**src/rtl/serial_adder_pkg.sv**
```systemverilog
// serial_adder_pkg: shared types for the serial adder/subtractor.
//   state_e : FSM state encoding (Idle = 0, Run = 1, Done = 2).
package serial_adder_pkg;

   typedef enum logic [1:0] {
      StIdle = 2'd0,
      StRun  = 2'd1,
      StDone = 2'd2
   } state_e;

endpackage

```
**src/rtl/fulladder.sv**
```systemverilog
// fulladder: existing 1-bit full adder cell.
//   x, y : addend bits
//   z    : carry in
//   s    : sum bit
//   c    : carry out
module fulladder (
   output logic s,
   output logic c,
   input  logic x,
   input  logic y,
   input  logic z
);

   assign s = x ^ y ^ z;
   assign c = (x & y) | (z & (x ^ y));

endmodule

```
**src/rtl/serial_adder.sv**
```systemverilog
// serial_adder: multi-cycle adder/subtractor, CHUNK bits per clock, LSB first.
//   clk      : clock, rising edge
//   rst_n    : synchronous active-low reset
//   start    : request, accepted in Idle or Done
//   sub      : 0 = a + b, 1 = a - b (captured with operands)
//   a, b     : operands, captured on accepted start
//   busy     : high while in Run
//   done     : one-cycle pulse when the result is valid
//   sum      : result, held from done until the next accepted start
//   cout     : carry out of the MSB (for subtraction 1 = no borrow)
//   overflow : two's-complement overflow
module serial_adder
   import serial_adder_pkg::*;
#(
   parameter int unsigned WIDTH = 8,
   parameter int unsigned CHUNK = 1
) (
   input  logic             clk,
   input  logic             rst_n,
   input  logic             start,
   input  logic             sub,
   input  logic [WIDTH-1:0] a,
   input  logic [WIDTH-1:0] b,
   output logic             busy,
   output logic             done,
   output logic [WIDTH-1:0] sum,
   output logic             cout,
   output logic             overflow
);

   if (WIDTH < 2) begin : g_bad_width
      $error("serial_adder: WIDTH must be >= 2");
   end
   if ((CHUNK == 0) || (WIDTH % CHUNK != 0)) begin : g_bad_chunk
      $error("serial_adder: CHUNK must divide WIDTH exactly");
   end

   localparam int unsigned K    = WIDTH / CHUNK;
   // One extra bit so K = 1 still gets a legal counter width.
   localparam int unsigned CntW = $clog2(K) + 1;

   state_e            state_q, state_d;
   logic [WIDTH-1:0]  a_q, a_d;
   logic [WIDTH-1:0]  b_q, b_d;
   logic              carry_q, carry_d;
   logic [CntW-1:0]   cnt_q, cnt_d;
   logic [WIDTH-1:0]  sum_q, sum_d;
   logic              cout_q, cout_d;
   logic              ovf_q, ovf_d;

   // Ripple chain over the low CHUNK bits of the operand shifters.
   logic [CHUNK:0]    chain_c;
   logic [CHUNK-1:0]  chunk_s;

   assign chain_c[0] = carry_q;

   for (genvar i = 0; i < CHUNK; i++) begin : g_fa
      fulladder u_fa (
         .s (chunk_s[i]),
         .c (chain_c[i+1]),
         .x (a_q[i]),
         .y (b_q[i]),
         .z (chain_c[i])
      );
   end

   always_comb begin
      state_d = state_q;
      a_d     = a_q;
      b_d     = b_q;
      carry_d = carry_q;
      cnt_d   = cnt_q;
      sum_d   = sum_q;
      cout_d  = cout_q;
      ovf_d   = ovf_q;

      unique case (state_q)
         StIdle, StDone: begin
            if (start) begin
               state_d = StRun;
               a_d     = a;
               // Subtraction as a + ~b + 1: invert b and seed the carry.
               b_d     = sub ? ~b : b;
               carry_d = sub;
               cnt_d   = '0;
               sum_d   = '0;
               cout_d  = 1'b0;
               ovf_d   = 1'b0;
            end else begin
               state_d = StIdle;
            end
         end
         StRun: begin
            a_d     = a_q >> CHUNK;
            b_d     = b_q >> CHUNK;
            // Chunk result enters from the MSB side; after K chunks it sits LSB-aligned.
            sum_d   = WIDTH'({chunk_s, sum_q} >> CHUNK);
            carry_d = chain_c[CHUNK];
            cnt_d   = cnt_q + CntW'(1);
            if (cnt_q == CntW'(K - 1)) begin
               state_d = StDone;
               cout_d  = chain_c[CHUNK];
               // chain_c[CHUNK-1] is the carry into bit WIDTH-1 on the last chunk.
               ovf_d   = chain_c[CHUNK] ^ chain_c[CHUNK-1];
            end
         end
         default: state_d = StIdle;
      endcase
   end

   always_ff @(posedge clk) begin
      if (!rst_n) begin
         state_q <= StIdle;
         a_q     <= '0;
         b_q     <= '0;
         carry_q <= 1'b0;
         cnt_q   <= '0;
         sum_q   <= '0;
         cout_q  <= 1'b0;
         ovf_q   <= 1'b0;
      end else begin
         state_q <= state_d;
         a_q     <= a_d;
         b_q     <= b_d;
         carry_q <= carry_d;
         cnt_q   <= cnt_d;
         sum_q   <= sum_d;
         cout_q  <= cout_d;
         ovf_q   <= ovf_d;
      end
   end

   assign busy     = (state_q == StRun);
   assign done     = (state_q == StDone);
   assign sum      = sum_q;
   assign cout     = cout_q;
   assign overflow = ovf_q;

endmodule
```
**config.mk**
```make
export PLATFORM = sky130hd
export DESIGN_NAME = serial_adder
export DESIGN_NICKNAME = d
export VERILOG_FILES = /design/src/rtl/serial_adder_pkg.sv /design/src/rtl/fulladder.sv /design/src/rtl/serial_adder.sv
export SDC_FILE = /design/constraint.sdc
export NUM_CORES = 1
export LEC_CHECK = 0
export CELL_PAD_IN_SITES_DETAIL_PLACEMENT = 0
export CELL_PAD_IN_SITES_GLOBAL_PLACEMENT = 1
export CORE_UTILIZATION = 39
export CTS_CLUSTER_DIAMETER = 100
export DETAILED_ROUTE_END_ITERATION = 8
export PLACE_DENSITY = 0.94
export RECOVER_POWER = 100
export SYNTH_ARGS = -nofsm -noshare
export SYNTH_HDL_FRONTEND = slang
export SYNTH_SLANG_ARGS = --single-unit
```
**constraint.sdc**
```tcl
create_clock -name clk -period 2.3 [get_ports clk]
set_input_delay 0.69 -clock clk [delete_from_list [all_inputs] [get_ports clk]]
set_output_delay 0.69 -clock clk [all_outputs]
set_load 0.02 [all_outputs]
```
==> reports/qor.txt, run 1 <==
status - completed
Final nets - 216
hpwl dp - 2260 um
core area - 3420 sq um
crit path max fanout - 2
share of cells above drive strength 1 - 7.18%
Fin Setup TNS - 0 ns
synthesized instance count - 166
Peak Freq - 459 MHz
slowest stage cell, crit path - dlygate4sd3_1
Netlist cell types - 25
Die Height - 62.6 um
Crit Path Class - reg -> out
RSZ-0062 raised after global routing - no
DP Worst Slack - 0.252 ns
Final Setup Violations - 0
CTS Hold Bufs - 0
period utilization - 94.7%
Ports - 32
placed cell area - 1790 sq um
post-CTS setup buffer count - 0
register area - 661 sq um
PwrDens - 632 nW/um^2
critical path, cell by cell - nor2b_1, dlygate4sd3_1
Site Rows - 21
htree depth - 2
Die ar. - 3920 sq um
vias per cell - 5.44
Final Max Tran Viols - 0
DRC viols - 0
critical path buffer and inverter count - 1
fin crit period - 2.18 ns
ant diodes - 0
maximum clock insertion buffer count - 2
Leak - 0.682 nW
Starting Density - 42.0%
Seq cells post-synth - 33
ys flop type - dfxtp_1
Root Driver - clkbuf_4
VDD IR max - 0.340 mV
family with the most delay on the worst path - buffers and inverters
syn nets - 188
Vias - 1310
Avg Inst Size Synth - 8.64 sq um
drt wl/cell - 13.7 um
register area share after synthesis - 46.1%
fillers - 333
YS warnings - 0
Clock Skew - 0.00736 ns
Worst setup EP type - output pin
grt total ovfl - 0
Post-CTS Resized - 0
# Max-Cap Violations - 0
latest clock arrival within the worst-skew pair - 0.33 ns
# clock sinks - 33
Post-synth ARST share - 0%
CTS tree - yes
Syn-to-layout area delta - 27.3%
CTS buffer count - 5
Worst EP arrival - 1.49 ns
Rel. slew slack - 62.0%
EDFF count, synth - 0
chip width - 62.6 um
port bufs - 31
class of the worst hold path - reg -> reg
setup ws final - 0.121 ns
synthesized area - 1430 sq um
Hold Vio Cnt, Final - 0
initial antenna violation count - 0
total wire length - 3310 um
GRT Overall Usage - 17.5%
Design Area, Final - 1830 sq um
slowest stage delay, CP - 0.68 ns
crit path launch type - flip-flop
ANT nets after route - 0
vias in the first global route - 1281
first drt pass iteration count - 4
first-pass GRT wire length - 5430 um
largest net degree at the start of global routing - 33
1st-iter DRT viols - 53
WP data required - 1.61 ns
Multi-input gate area - 687 sq um
Final GP Congestion - 0.746
worst slew pin tran - 0.569 ns
Clock transition at path regs - 0.10 ns
-- synth_stat cells (2+ instances only) --
cell type	number	share of area (%)
dfxtp_1	33	46
xor2_1	8	4.9
nand4_1	3	1.3
nand2b_1	4	1.7
a21oi_1	29	10
nand2_1	11	2.9
a22oi_1	15	7.9
buf_2	11	3.8
nand3_1	31	11
clkbuf_1	5	1.3
nor2b_1	2	0.87
-- where the power goes --
part | switching (W) | internal, W
logic | 0.0000997 | 0.0000757
registers | 0.0000172 | 0.000598
clock network | 0.000185 | 0.000177
total | 0.000302 | 0.000851
-- metal layers --
| metal | track usage, % | wire length, um | up-vias | part of all wire [%] |
|---|---|---|---|---|
| met2 | 31.0 | 1770 | 35 | 53 |
| met4 | 8.72 | 17 | 0 | 0.51 |
| met5 | 0 | 0 | - | 0 |
| li1 | - | - | 650 | - |
| met1 | 19.0 | 1370 | 623 | 41 |
| met3 | 4.56 | 149 | 2 | 4.5 |
-- logic make-up (layout without fill, tap and decap cells) --
kind of cell,after synthesis,after routing,synth area share (%)
mux,2,2,1.48
buf+inv,18,47,5.67
xor+xnor,9,9,5.50
compound gates,47,47,19.8
flops,33,33,46.1
simple gates,55,55,19.2
fa+ha+maj,2,2,2.27
-- path summary, 6_finish.rpt --
check,start,end,slack [ns],cells past startpoint
worst min register to register,sum[0],sum[0],0.47,2
worst max-delay path,state_q[1],done,0.12,2
worst min-delay path,sum[0],sum[0],0.47,2
worst max register to register,state_q[1],cnt_q[2],0.76,4
-- metrics by stage --
| stage | hold WS [ns] | cells | power (W) | util (%) |
|---|---|---|---|---|
| after global routing | 0.485 | 241 | 0.00121 | 53.4 |
| after CTS | 0.472 | 241 | 0.00117 | 54.3 |
| after detailed placement | 0.459 | 233 | 0.000811 | 52.3 |
| after floorplan | 0.444 | 166 | 0.000738 | - |
| after global placement | 0.451 | 233 | 0.000801 | 52.3 |
| final | 0.469 | 241 | 0.00115 | 53.4 |
-- cell usage in the layout (no fill, tap or decap), types with 2 or more instances in the layout --
cell,instances
a22oi_1,15
nand2_1,11
nand4_1,3
nor2b_1,2
clkbuf_1,2
xor2_1,8
dlygate4sd3_1,13
a21oi_1,29
clkbuf_8,2
dfxtp_1,33
clkdlybuf4s50_1,17
buf_4,4
nand2b_1,4
clkbuf_4,5
nand3_1,31
-- sequential cells by signal, summed over array words and instances, names as in the netlist --
name      cells
a_q           8
b_q           8
sum           8
cnt_q         4
state_q       2
carry_q       1
cout          1
overflow      1
-- area by class of cell --
cell class	count	area share, %
timing repair buffer	37	18.8
clock buffer	7	3.56
tap	46	3.15
clock inverter	1	0.274
multi-input combinational	115	37.6
inverter	2	0.411
sequential	33	36.2
-- worst min-delay path, cell delays in order, from the launching register on --
cell	delay, ns
dfxtp_1	0.32
nand3_1	0.06
a21oi_1	0.05
Note: power is estimated with default switching activity, not from simulation.
==> inputs of run 2 (changes only) <==
Settings changed: MAX_ROUTING_LAYER set to met4.
==> run 2 against run 1 <==
  * Hold slack is the same
  * Critical path depth unchanged
  * Total power about the same
  * Count of clock-buffer cells in the layout stayed put
  * Combinational power about the same
  * Register-to-register slack about the same
  * Die area unchanged
  * First-iteration DRC count up 5.7%
  * Fmax about the same
  * Non-clock buffer count unchanged
  * Critical path type unchanged
==> reports/qor.txt, run 2 (synthesized netlist as in run 1, its figures left out) <==
Ports - 32 (unchanged)
Clock transition at path regs - 0.10 ns (about the same)
family with the most delay on the worst path - buffers and inverters
class of the worst hold path - reg -> reg
chip width - 62.6 um (unchanged)
Hold Vio Cnt, Final - 0 (unchanged)
Final Setup Violations - 0 (unchanged)
Worst setup EP type - output pin
initial antenna violation count - 0 (unchanged)
Die ar. - 3920 sq um (unchanged)
Final GP Congestion - 0.756 (+1.3%)
first drt pass iteration count - 4 (unchanged)
Root Driver - clkbuf_4
1st-iter DRT viols - 56 (+5.7%)
setup ws final - 0.121 ns (+0.0000460 ns)
post-CTS setup buffer count - 0 (unchanged)
first-pass GRT wire length - 5430 um (unchanged)
WP data required - 1.61 ns (about the same)
status - completed
ant diodes - 0 (unchanged)
critical path buffer and inverter count - 1 (unchanged)
RSZ-0062 raised after global routing - no
port bufs - 31 (unchanged)
CTS buffer count - 5 (unchanged)
Final Max Tran Viols - 0 (unchanged)
crit path max fanout - 2 (unchanged)
slowest stage delay, CP - 0.68 ns (about the same)
vias in the first global route - 1284 (+0.23%)
DRC viols - 0 (unchanged)
Crit Path Class - reg -> out
htree depth - 2 (unchanged)
Post-CTS Resized - 0 (unchanged)
Site Rows - 21 (unchanged)
slowest stage cell, crit path - dlygate4sd3_1
GRT Overall Usage - 18.0% (+0.50 points)
most common cell after layout, fill and taps aside - dfxtp_1
worst slew pin tran - 0.569 ns (unchanged)
fin crit period - 2.18 ns (-0.0000460 ns)
Fin Setup TNS - 0 ns (unchanged)
Final nets - 216 (unchanged)
grt total ovfl - 0 (unchanged)
crit path launch type - flip-flop
# clock sinks - 33 (unchanged)
Final Non-Filler Cells - 241 (unchanged)
CTS Hold Bufs - 0 (unchanged)
Inst Count DP - 233 (unchanged)
Vias - 1313 (+0.23%)
Peak Freq - 459 MHz (about the same)
VDD IR max - 0.340 mV (about the same)
latest clock arrival within the worst-skew pair - 0.33 ns (about the same)
critical path, cell by cell - nor2b_1, dlygate4sd3_1
hpwl dp - 2260 um (unchanged)
DP Worst Slack - 0.252 ns (unchanged)
PwrDens - 631 nW/um^2 (about the same)
vias per cell - 5.45 (+0.23%)
maximum clock insertion buffer count - 2 (unchanged)
Worst EP arrival - 1.49 ns (about the same)
drt wl/cell - 13.7 um (about the same)
total wire length - 3310 um (about the same)
Leak - 0.682 nW (unchanged)
Die Height - 62.6 um (unchanged)
Starting Density - 42.0% (unchanged)
share of cells above drive strength 1 - 7.18% (unchanged)
core area - 3420 sq um (unchanged)
fillers - 333 (unchanged)
largest net degree at the start of global routing - 33 (unchanged)
# Max-Cap Violations - 0 (unchanged)
Clock Skew - 0.00745 ns (+0.0000851 ns)
period utilization - 94.7% (about the same)
CTS tree - yes
ANT nets after route - 0 (unchanged)
Rel. slew slack - 62.0% (unchanged)
most frequent cells in the layout - dfxtp_1, nand3_1, a21oi_1
Final Util - 53.4% (unchanged)
Syn-to-layout area delta - 27.3% (unchanged)
[run 2: cell counts in the layout (fill, tap and decap cells not counted)]
No cell type changed its count.
[run 2: path summary, 6_finish.rpt]
path | to | depth (start not counted) | slack (ns) | from
worst max-delay path | done | 2 | 0.12 | state_q[1]
worst min-delay path | sum[0] | 2 | 0.47 | sum[0]
worst min register to register | sum[0] | 2 | 0.47 | sum[0]
worst max register to register | cnt_q[2] | 4 | 0.76 | state_q[1]
[run 2: per-stage QoR]
stage,hold slack (ns),cell area (sq um),total power (W)
6_report,0.469,1830,0.00115
3_3_place_gp,0.451,1790,0.000801
5_1_grt,0.485,1830,0.00121
3_5_place_dp,0.459,1790,0.000811
4_1_cts,0.472,1860,0.00117
2_1_floorplan,0.444,1430,0.000738
[run 2: layout make-up]
| cell class | instances | area, sq um | share of cell area [%] |
|---|---|---|---|
| well taps | 46 | 57.6 | 3.15 |
| flip-flops and latches | 33 | 661 | 36.2 |
| repair buffers | 37 | 343 | 18.8 |
| inverters | 2 | 7.51 | 0.411 |
| clock inverters | 1 | 5.00 | 0.274 |
| multi-input cells | 115 | 687 | 37.6 |
| clock buffers | 7 | 65.1 | 3.56 |
[run 2: tightest hold or removal path, stage by stage (launching register included)]
cell,delay (ns)
dfxtp_1,0.32
nand3_1,0.06
a21oi_1,0.05
[run 2: power breakdown]
| part | switching, W | total (W) | internal (W) |
|---|---|---|---|
| clock | 0.000184 | 0.000361 | 0.000177 |
| combinational | 0.0000998 | 0.000176 | 0.0000757 |
| sequential | 0.0000171 | 0.000616 | 0.000598 |
[run 2: per-layer routing]
metal / track usage [%] / vias up / routed length, um
met5: - / - / 0
met1: 19.0 / 627 / 1370
met2: 31.0 / 34 / 1770
met4: 8.72 / 0 / 17
li1: - / 650 / -
met3: 4.56 / 2 / 150
